### src/rtl/led_cnt_pkg.sv
// Shared types and defaults for the multi-channel LED blinker / interrupt counter.
// Optional PWM dimming is enabled by defining LED_CNT_PWM_EN.
package led_cnt_pkg;

  localparam int DIV_W_DEF = 12;
  localparam int CNT_W_DEF = 32;
  localparam int PWM_W     = 4;

  // A channel is idle while its programmed period is zero.
  typedef enum logic {
    CH_IDLE = 1'b0,
    CH_RUN  = 1'b1
  } ch_state_e;

  // Per-channel status as seen by software.
  typedef struct packed {
    logic                 led;
    logic                 irq;
    logic [CNT_W_DEF-1:0] cnt;
  } ch_status_t;

endpackage

### src/rtl/led_cnt_ch.sv
// One LED channel: period register, tick counter, LED level, sticky
// interrupt flag and wrapping event counter. Channel state (idle/run) is
// derived from the period register and is visible as `state`.
//
// Strobes: wren and int_clr are single-cycle pulses with no ready side; a
// pulse is consumed on the clock edge where it is high. A write takes
// priority over a coincident tick, and a rising-edge event takes priority
// over a coincident clear.
module led_cnt_ch
  import led_cnt_pkg::*;
#(
  parameter int DIV_W = DIV_W_DEF,
  parameter int CNT_W = CNT_W_DEF
) (
  input  logic             clk,
  input  logic             rst,
  input  logic             tick,
  input  logic             wren,
  input  logic [DIV_W-1:0] div_in,
  input  logic             int_clr,
  output logic             led_q,
  output logic             led_int,
  output logic [CNT_W-1:0] int_cnt
);

  logic [DIV_W-1:0] div_q;
  logic [DIV_W-1:0] div_nxt;
  logic [DIV_W-1:0] tick_cnt;
  logic [DIV_W-1:0] tick_cnt_nxt;
  logic             led_nxt;
  logic             led_int_nxt;
  logic             rise;
  logic [CNT_W-1:0] int_cnt_nxt;
  ch_state_e        state;

  // Channel runs whenever a nonzero period is loaded.
  always_comb state = (div_q == '0) ? CH_IDLE : CH_RUN;

  // Next-state: period load, tick counting, LED toggle and event bookkeeping.
  always_comb begin
    div_nxt      = div_q;
    tick_cnt_nxt = tick_cnt;
    led_nxt      = led_q;
    if (wren) begin
      div_nxt      = div_in;
      tick_cnt_nxt = '0;
      if (div_in == '0) led_nxt = 1'b0;
    end else if (state == CH_RUN && tick) begin
      if (tick_cnt == div_q - DIV_W'(1)) begin
        tick_cnt_nxt = '0;
        led_nxt      = ~led_q;
      end else begin
        tick_cnt_nxt = tick_cnt + DIV_W'(1);
      end
    end
    rise        = led_nxt & ~led_q;
    led_int_nxt = led_int;
    if (rise)         led_int_nxt = 1'b1;
    else if (int_clr) led_int_nxt = 1'b0;
    int_cnt_nxt = int_cnt + CNT_W'(rise);
  end

  // Channel registers.
  always_ff @(posedge clk or posedge rst) begin
    if (rst) begin
      div_q    <= '0;
      tick_cnt <= '0;
      led_q    <= 1'b0;
      led_int  <= 1'b0;
      int_cnt  <= '0;
    end else begin
      div_q    <= div_nxt;
      tick_cnt <= tick_cnt_nxt;
      led_q    <= led_nxt;
      led_int  <= led_int_nxt;
      int_cnt  <= int_cnt_nxt;
    end
  end

endmodule

### src/rtl/led_cnt_mc.sv
// Multi-channel LED blinker / interrupt counter. NCH independent channels
// share one prescaler tick; irq_o is the registered OR of all sticky flags.
// Defining LED_CNT_PWM_EN adds a duty_i port that dims each LED with a
// free-running 4-bit PWM; events are always taken from the undimmed level.
module led_cnt_mc
  import led_cnt_pkg::*;
#(
  parameter int NCH      = 4,
  parameter int DIV_W    = DIV_W_DEF,
  parameter int CNT_W    = CNT_W_DEF,
  parameter int PRESCALE = 100000
) (
  input  logic                 clk100,
  input  logic                 rst,
  input  logic [NCH*DIV_W-1:0] div_i,
  input  logic [NCH-1:0]       wren_i,
  input  logic [NCH-1:0]       int_clr_i,
`ifdef LED_CNT_PWM_EN
  input  logic [NCH*PWM_W-1:0] duty_i,
`endif
  output logic [NCH*CNT_W-1:0] int_cnt_o,
  output logic [NCH-1:0]       led_int_o,
  output logic [NCH-1:0]       led_o,
  output logic                 irq_o
);

  localparam int              PRE_W    = $clog2(PRESCALE);
  localparam logic [PRE_W-1:0] PRE_LAST = PRE_W'(PRESCALE - 1);

  logic [PRE_W-1:0] pre_cnt;
  logic             tick;
  logic [NCH-1:0]   led_q;

  assign tick = (pre_cnt == PRE_LAST);

  // Prescaler: 0..PRESCALE-1, tick on the last count.
  always_ff @(posedge clk100 or posedge rst) begin
    if (rst)       pre_cnt <= '0;
    else if (tick) pre_cnt <= '0;
    else           pre_cnt <= pre_cnt + PRE_W'(1);
  end

  // Interrupt line lags the sticky flags by one cycle.
  always_ff @(posedge clk100 or posedge rst) begin
    if (rst) irq_o <= 1'b0;
    else     irq_o <= |led_int_o;
  end

  for (genvar c = 0; c < NCH; c++) begin : g_ch
    led_cnt_ch #(
      .DIV_W (DIV_W),
      .CNT_W (CNT_W)
    ) u_ch (
      .clk     (clk100),
      .rst     (rst),
      .tick    (tick),
      .wren    (wren_i[c]),
      .div_in  (div_i[c*DIV_W +: DIV_W]),
      .int_clr (int_clr_i[c]),
      .led_q   (led_q[c]),
      .led_int (led_int_o[c]),
      .int_cnt (int_cnt_o[c*CNT_W +: CNT_W])
    );
  end

`ifdef LED_CNT_PWM_EN
  logic [PWM_W-1:0] pwm_cnt;

  // Free-running PWM phase shared by all channels.
  always_ff @(posedge clk100 or posedge rst) begin
    if (rst) pwm_cnt <= '0;
    else     pwm_cnt <= pwm_cnt + PWM_W'(1);
  end

  for (genvar c = 0; c < NCH; c++) begin : g_pwm
    assign led_o[c] = led_q[c] & (pwm_cnt < duty_i[c*PWM_W +: PWM_W]);
  end
`else
  assign led_o = led_q;
`endif

endmodule

### config.mk
export PLATFORM = sky130hd
export DESIGN_NAME = led_cnt_mc
export DESIGN_NICKNAME = d
export VERILOG_FILES = /design/src/rtl/led_cnt_pkg.sv /design/src/rtl/led_cnt_ch.sv /design/src/rtl/led_cnt_mc.sv
export SDC_FILE = /design/constraint.sdc
export NUM_CORES = 1
export LEC_CHECK = 0
export BUFFER_PORTS_ARGS = -buffer_cell sky130_fd_sc_hd__buf_2
export CORE_MARGIN = 3
export CORE_UTILIZATION = 50
export CTS_CLUSTER_DIAMETER = 60
export DETAILED_ROUTE_END_ITERATION = 8
export PLACE_DENSITY = 0.73
export SETUP_SLACK_MARGIN = 0.05
export SLEW_MARGIN = 20
export SYNTH_ARGS = -nofsm -noshare
export SYNTH_HDL_FRONTEND = slang
export SYNTH_SLANG_ARGS = --single-unit
### constraint.sdc
create_clock -name clk100 -period 8.86 [get_ports clk100]
set_input_delay 1.772 -clock clk100 [delete_from_list [all_inputs] [get_ports clk100]]
set_output_delay 1.772 -clock clk100 [all_outputs]
set_load 0.05 [all_outputs]
# --- Word level (Yosys, flattened, before mapping) ---
# Cells that the tools add are included.
op_classes:
  addsub: 13
  eq_ne: 5
  muxes: 41
  bitwise: 8
  n_reduce_logical: 21
op_table:
  columns: ["cell", "n"]
  rows:
  - ["12-bit two-way mux", 12]
  - ["32-bit by 1-bit adder with 32-bit output", 4]
  - ["12-bit logical NOT", 8]
  - ["12-bit by 1-bit adder with 12-bit output (second input constant)", 4]
  - ["12-bit == test", 4]
  - ["12-bit by 1-bit subtractor with 12-bit output (second input constant)", 4]
  - ["1-bit two-way mux", 28]
  - ["17-bit by 1-bit adder with 17-bit output (second input constant)", 1]
  - ["17-bit == test (second input constant)", 1]
  - ["17-bit two-way mux", 1]
  - ["2-bit nonzero test", 8]
  - ["1-bit AND", 4]
  - ["1-bit logical AND", 4]
  - ["1-bit NOT", 4]
  - ["4-bit OR reduction", 1]
word_totals:
  regBits: 250
  in_bits: 58
  out_inout_bits: 137
  elab_cells: 110

# --- Longest topological paths before layout ---
# Gate-level depths: netlist (run 1).
logic_depth:
  ltp_word: 7
  depth_mapped: 17

# --- Modules after synthesis ---
# A second synthesis (run 1) with hierarchy kept.
unflattened:
  hier_cells: 1326
  hier_area_um2: 13299.0
modules_own_cells:
  columns: ["mod", "instances", "cells_per_inst", "area_per_inst_um2", "seq_area_each_um2"]
  rows:
  - ["led_cnt_ch (g_ch[0].u_ch ...)", 3, 322, 3131.8, 1451.4]
  - ["led_cnt_ch (g_ch[1].u_ch)", 1, 283, 3045.4, 1451.4]
  - ["led_cnt_mc", 1, 77, 858.3, 450.4]

# --- Least setup slack after synthesis (run 1) ---
# Ideal clock, no wire load.
synth_timing:
  path_type: "input port to flip-flop"
  startpoint: "in wren_i[0]"
  endpoint: "reg g_ch[0].u_ch.int_cnt[28]"
  arrival_ns: 4.192
  t_required_ns: 8.718
  path_slack_ns: 4.526
  stages: 11
  cell_sequence: "clkbuf_1 -> or4_1 -> inv_1 -> ha_1 -> ha_1 -> nand3_1 -> nor3_1 -> nand4_1 -> nor2_1 -> nand3_1 -> xnor2_1"
synth_between:
  elab_chain_cells: 3
synth_rtl:
  columns: ["element", "line", "rtl"]
  rows:
  - ["start, declared", "led_cnt_mc.sv:16", "input logic [NCH-1:0] wren_i,"]
  - ["1-bit two-way mux", "led_cnt_ch.sv:44", "if (wren) begin"]
  - ["1-bit AND", "led_cnt_ch.sv:56", "rise = led_nxt & ~led_q;"]
  - ["32-bit by 1-bit adder with 32-bit output", "led_cnt_ch.sv:60", "int_cnt_nxt = int_cnt + CNT_W'(rise);"]
  - ["named net g_ch[0].u_ch.int_cnt_nxt[28]", "led_cnt_ch.sv:33", "logic [CNT_W-1:0] int_cnt_nxt;"]
  - ["end signal, assigned", "led_cnt_ch.sv:76", "int_cnt <= int_cnt_nxt;"]
  - ["end, declared", "led_cnt_ch.sv:23", "output logic [CNT_W-1:0] int_cnt"]
# The timed path passes the listed nets, and every way through them passes these cells.
# A chain may end at the register's enable or synchronous reset.

# --- Worst setup path in the final report (run 1) ---
layout_timing:
  startpoint: "reg pre_cnt[13]"
  endpoint: "reg g_ch[0].u_ch.int_cnt[26]"
layout_between:
  elab_chain_cells: 6
layout_rtl:
  columns: ["element", "line", "rtl"]
  rows:
  - ["start, declared", "led_cnt_mc.sv:30", "logic [PRE_W-1:0] pre_cnt;"]
  - ["start signal, assigned", "led_cnt_mc.sv:40", "else pre_cnt <= pre_cnt + PRE_W'(1);"]
  - ["17-bit == test", "led_cnt_mc.sv:34", "assign tick = (pre_cnt == PRE_LAST);"]
  - ["1-bit logical AND", "led_cnt_ch.sv:48", "end else if (state == CH_RUN && tick) begin"]
  - ["1-bit two-way mux", "led_cnt_ch.sv:48", null]
  - ["1-bit two-way mux", "led_cnt_ch.sv:44", null]
  - ["1-bit AND", "led_cnt_ch.sv:56", null]
  - ["32-bit by 1-bit adder with 32-bit output", "led_cnt_ch.sv:60", null]
  - ["named net g_ch[0].u_ch.int_cnt_nxt[26]", "led_cnt_ch.sv:33", null]
# The timed path passes the listed nets, and every way through them passes these cells.

==> impl_metrics.json, run 1 <==
{
  "final.period_utilization_pct": 53.9,
  "path_max_fanout": 22,
  "powerDensity_nw_per_um2": 172,
  "cp_data_required_time_ns": 9.28,
  "cp-end-kind": "register",
  "layout_min_cycle_time_ns": 4.77,
  "synth_top_area_share_pct": 48.0,
  "hpwl_um": 21300,
  "ir_drop_mv": 0.144,
  "fin_skew_ns": 0.0115,
  "core_um2": 25400,
  "outcome": "finished clean",
  "drive_gt1_share_pct": 20.6,
  "port_buffers": 194,
  "worst-setup-path-type": "reg -> reg",
  "route.final.wire_length_um": 29800,
  "reg2reg_slack_ns": 4.09,
  "synth_seq_cells": 250,
  "clk_pin_slew_worst_paths_ns": 0.06,
  "synthTopCellsByCount": "dfrtp_1, xnor2_1, nand2_1",
  "ys.flop_type": "dfrtp_1",
  "via_count": 10300,
  "drtPass1Iterations": 5,
  "syn_area_um2": 13000,
  "critPathArrivalTime_ns": 5.19,
  "hold_viol": 0,
  "cts_tree": "done",
  "die-height_um": 167,
  "yosysSeqAreaShare_pct": 48.0,
  "h-tree-depth": 1,
  "p_leak_uw": 0.00707,
  "min_path_type": "reg -> reg",
  "maxSlewHeadroom_pct": 36.3,
  "synth_nets": 1372,
  "io_pins": 195,
  "cts-root-buf": "clkbuf_16",
  "avgSynthCellArea_um2": 10.0,
  "drv_slew": 0,
  "final_nets": 1551,
  "drtIter0Drc": 773,
  "async_flop_share_pct": 100,
  "area_growth_pct": 16.7,
  "initial_utilization_pct": 51.3,
  "num_rows": 58,
  "cp_cell_sequence": "nor4_1 > and4_1 > and2_1 > nand2_1 > or4_1 > inv_1 > ha_1 > ha_1 > nand3_1 > nor3_1 > nand4_1 > nor2_1 > nand3_1 > xnor2_1",
  "final_antenna_net_count": 0,
  "die_area_um2": 28000,
  "wl_per_cell_um": 16.3,
  "fillers": 2120,
  "cts_hold_buf": 0,
  "synthTopCellsByArea": "dfrtp_1, xnor2_1, xor2_1",
  "yosysMostFrequentCell": "dfrtp_1",
  "cts_buffer_depth": 3,
  "grt_pass1_wl_um": 49800,
  "worstMarginPinSlew_ns": 0.955,
  "synth_cells": 1297,
  "fin_setup_tns_ns": 0,
  "drc_errors": 0,
  "start_kind": "register",
  "antenna_found_initial": 4,
  "grt_overflow": 0,
  "rsz0062_at_grt": "false",
  "clock_latency_ns": 0.55,
  "grt_pass1_vias": 9909,
  "yosys_warnings": 0,
  "place_ws_ns": 4.14,
  "die_w_um": 167,
  "cts.sinks": 250,
  "fmax_ghz": 0.209,
  "cts_setup_buffers": 0,
  "fin_ws_ns": 4.09,
  "cts_made_buffers": 28,
  "grt_use_total_pct": 20.8,
  "cp_slowest_cell": "or4_1",
  "yosys.area.top_type": "dfrtp_1",
  "cts_resized": 0,
  "synth_edf_count": 0,
  "grt_max_degree": 141,
  "cap_violations": 0,
  "setup_viol": 0,
  "post_drt_via_cell_ratio": 5.65,
  "gp_congestion": 0.841,
  "slowest_delay_ns": 0.67,
  "yosysUniqueCellTypes": 67
}
==> layout by cell type (no fill, tap or decap), drive strengths merged, types with 8 or more instances in the layout <==
cell    count
clkbuf     37
and3       48
and4       16
and2       11
a31oi      14
or3        18
ha         17
nand2b      8
inv        28
nand2     123
nand3b     14
a21oi      29
buf       201
nor3b      16
o31ai       9
or4         8
nor3       37
nor2       70
nand4      31
xor2       58
o21ai      58
nand3      87
clkinv      8
mux2       39
xnor2     130
nor4b      15
nor4       30
nor2b      19
dfrtp     250
==> metal layers <==
metal  share of wire, %  vias to the layer above  track usage [%]
met3                5.3                       48             3.56
met5               0.18                        -                0
met4                2.3                        6             4.80
met2                 46                      260             33.6
li1                   -                     5000                -
met1                 46                     5013             29.5
==> critical path, delay by kind of cell, from the launching register on <==
family        cells  cell delay (ns)
simple gates     10             3.62
fa+ha+maj         2             0.41
flops             1             0.41
xor+xnor          1             0.15
buf+inv           1             0.08
==> flip-flops by register name (all words and copies together), names as in the netlist <==
name	flops
g_ch.u_ch.div_q	48
g_ch.u_ch.int_cnt	128
g_ch.u_ch.led_int	4
g_ch.u_ch.led_q	4
g_ch.u_ch.tick_cnt	48
irq_o	1
pre_cnt	17
==> cells by family after synthesis <==
logic type      Yosys count  share of synthesized area [%]
mux                      42                           3.60
buf+inv                  79                           2.77
simple gates            571                           24.1
xor+xnor                188                           12.6
compound gates          150                           7.29
fa+ha+maj                17                           1.63
flops                   250                           48.0
==> metrics by stage <==
step,hold WS (ns),power [uW],instances,instance area [um^2],utilization (%)
final,0.468,2620,1829,15200,59.9
after global routing,0.493,2720,1828,15200,59.9
after CTS,0.470,2650,1828,15200,59.9
after detailed placement,0.461,1430,1776,14200,56.0
after global placement,0.457,1430,1776,14200,56.0
after floorplan,0.439,1380,1297,13000,-
==> area by class of cell <==
type	count	area (um^2)	area share (%)
diodes	1	2.50	0.0165
clock buffers	37	805	5.29
clock inverters	15	176	1.16
inverters	27	109	0.716
multi-input cells	968	6420	42.2
flip-flops and latches	250	6260	41.1
well taps	330	413	2.71
repair buffers	201	1020	6.73
==> final timing paths <==
| check | start | to | cells past startpoint |
|---|---|---|---|
| max in group asynchronous | rst | g_ch[1].u_ch.int_cnt[24] | 3 |
| hold reg to reg | g_ch[2].u_ch.int_cnt[31] | g_ch[2].u_ch.int_cnt[31] | 1 |
| setup / recovery | pre_cnt[13] | g_ch[0].u_ch.int_cnt[26] | 14 |
| setup reg to reg | pre_cnt[13] | g_ch[0].u_ch.int_cnt[26] | 14 |
| hold / removal | g_ch[2].u_ch.int_cnt[31] | g_ch[2].u_ch.int_cnt[31] | 1 |
| min in group asynchronous | rst | g_ch[2].u_ch.int_cnt[16] | 2 |
==> where the power goes <==
group          switching [uW]  internal, uW  total, uW
sequential               50.4          1170       1220
combinational             106          83.0        189
clock                     480           728       1210
total                     637          1980       2620
Note: power is estimated with default switching activity, not from simulation.
==> run 2, diff against run 1 <==
ABC_AREA = 1   (was unset)
PLACE_DENSITY = 0.72   (was 0.73)
clock period = 4.1 ns   (was 8.86 ns; I/O delays follow)
==> impl_metrics.json, run 2 <==
{
  "outcome": "finished clean",
  "layout_common_cells": "nand2_1, dfrtp_1, inv_1, buf_2, nor2_1",
  "syn_area_um2": 14800,
  "drtPass1Iterations": 5,
  "p_total_uw": 5820,
  "wl_per_cell_um": 14.4,
  "area_growth_pct": 16.5,
  "min_path_type": "in -> async",
  "yosysSeqAreaShare_pct": 42.2,
  "grt_pass1_vias": 12400,
  "die_area_um2": 31700,
  "synth_nets": 1958,
  "worstMarginPinSlew_ns": 0.798,
  "grt_use_total_pct": 22.6,
  "powerDensity_nw_per_um2": 337,
  "stdcell_count": 2493,
  "yosys.area.top_type": "dfrtp_1",
  "path_max_fanout": 6,
  "antennaDiodeCount": 0,
  "largest-register": "g_ch.u_ch.int_cnt",
  "worst-setup-path-type": "reg -> reg",
  "final.period_utilization_pct": 89.9,
  "cp_data_required_time_ns": 4.52,
  "critPathArrivalTime_ns": 4.11,
  "die-height_um": 178,
  "layout_min_cycle_time_ns": 3.69,
  "synth_edf_count": 0,
  "route.final.wire_length_um": 36000,
  "clk_pin_slew_worst_paths_ns": 0.06,
  "drtIter0Drc": 765,
  "setup_viol": 0,
  "ys.flop_type": "dfrtp_1",
  "rsz0062_at_grt": "true",
  "fmax_ghz": 0.271,
  "fin_skew_ns": 0.00977,
  "async_flop_share_pct": 100,
  "core_um2": 28900,
  "post_drt_via_cell_ratio": 5.12,
  "num_rows": 62,
  "synthTopCellsByCount": "nand2_1, dfrtp_1, inv_1",
  "multi_input_area_um2": 7470,
  "gp_congestion": 0.944,
  "yosysUniqueCellTypes": 49,
  "yosysMostFrequentCell": "nand2_1",
  "yosys_warnings": 0,
  "via_count": 12800,
  "h-tree-depth": 1,
  "place_ws_ns": 0.382,
  "maxSlewHeadroom_pct": 46.7,
  "grt_max_degree": 88,
  "seqCellArea_um2": 6260,
  "drc_errors": 0,
  "cap_violations": 0,
  "ir_drop_mv": 0.310,
  "synthTopCellsByArea": "dfrtp_1, nand2_1, xor2_1",
  "r2r_cells": 21,
  "fin_ws_ns": 0.412,
  "cts_buffer_depth": 3,
  "hold_viol": 0,
  "largest_register_ffs": 128,
  "reg_top3": "g_ch.u_ch.int_cnt: 128 flops, g_ch.u_ch.div_q: 48 flops, g_ch.u_ch.tick_cnt: 48 flops",
  "cts-root-buf": "clkbuf_16",
  "final_antenna_net_count": 0,
  "grt_overflow": 0,
  "cts_made_buffers": 30,
  "grt_pass1_wl_um": 59500,
  "drv_slew": 0,
  "p_leak_uw": 0.00906,
  "synth_cells": 1883,
  "layout.cells.most_common": "nand2_1",
  "die_w_um": 178,
  "placed_cell_area_um2": 16200,
  "fillers": 2616,
  "hpwl_um": 27800,
  "avgSynthCellArea_um2": 7.86,
  "antenna_found_initial": 0,
  "synth_top_area_share_pct": 42.2,
  "final_cell_area_um2": 17300,
  "start_kind": "register",
  "cts.sinks": 250,
  "utilization_pct": 59.6,
  "initial_utilization_pct": 51.2,
  "port_buffers": 194,
  "final_nets": 2162,
  "cts_tree": "done",
  "cp-end-kind": "register",
  "io_pins": 195,
  "place_inst": 2438,
  "clock_latency_ns": 0.54,
  "synth_seq_cells": 250,
  "drive_gt1_share_pct": 18.3
}
## run 2: cells by family (layout without fill, tap and decap cells)
kind of cell | count (synthesis) | in the layout | share of synthesized area [%]
DFF | 250 | 250 | 42.2
adders and majority gates | 17 | 17 | 1.44
and+or+nand+nor | 1035 | 1035 | 33.2
AOI/OAI and AO/OA | 109 | 109 | 4.12
buffers and inverters | 280 | 506 | 7.55
xor gates and xnor gates | 192 | 192 | 11.4
## run 2: power breakdown
group / internal, uW / switching (uW) / total, uW
logic: 169 / 337 / 506
clock network: 1690 / 1060 / 2740
registers: 2510 / 55.4 / 2570
## run 2: worst paths after layout
check / start / endpoint / slack, ns
hold / removal: rst / g_ch[2].u_ch.led_int / 0.43
min in group clk100: g_ch[3].u_ch.int_cnt[31] / g_ch[3].u_ch.int_cnt[31] / 0.46
max in group asynchronous: rst / g_ch[3].u_ch.tick_cnt[0] / 2.77
setup reg to reg: pre_cnt[0] / g_ch[1].u_ch.int_cnt[28] / 0.41
hold reg to reg: g_ch[3].u_ch.int_cnt[31] / g_ch[3].u_ch.int_cnt[31] / 0.46
setup / recovery: pre_cnt[0] / g_ch[1].u_ch.int_cnt[28] / 0.41
## run 2: metal layers
layer	share of wire, %	GRT usage (%)	vias up	wire, um
li1	-	-	6355	-
met1	46	31.2	6025	16500
met2	47	37.2	322	16700
met3	4.9	3.32	62	1750
met4	2.8	6.28	0	1020
met5	0	0	-	0
## run 2: layout make-up
class / instances / area share [%]
Clock buffer: 37 / 4.80
Clock inverter: 17 / 1.22
Inverter: 251 / 5.50
Multi-Input combinational cell: 1353 / 43.3
Tap cell: 384 / 2.78
Sequential cell: 250 / 36.3
Timing Repair Buffer: 201 / 6.15
## run 2: through the flow
stage	setup TNS (ns)	hold WS, ns
after CTS	0	0.432
after global placement	0	0.451
after floorplan	-1.92	0.451
after global routing	0	0.466
after detailed placement	0	0.462
final	0	0.427
## run 2: what timing repair did
action | 4_1_cts | 5_1_grt
setup buffers | 0 | 1
hold buffers | 0 | 0
gates resized for setup | 0 | 9
endpoints found under the setup margin | 0 | 11
endpoints found under the hold margin | 0 | 0
## run 2: worst max-delay path: stages (launching register included)
cell and delay (ns):
dfrtp_1 0.39, ha_1 0.19, nand2_1 0.09, inv_2 0.07
nand3_2 0.09, inv_2 0.10, nand3_2 0.19, inv_2 0.18
o21ai_0 0.13, nor2_2 0.16, nand4_1 0.16, inv_1 0.14
ha_1 0.20, ha_1 0.19, nand2_1 0.10, nor2_4 0.11
nand3_2 0.13, nor3_4 0.17, nand3_2 0.15, nor3_4 0.33
nand3_1 0.14, xor2_1 0.17
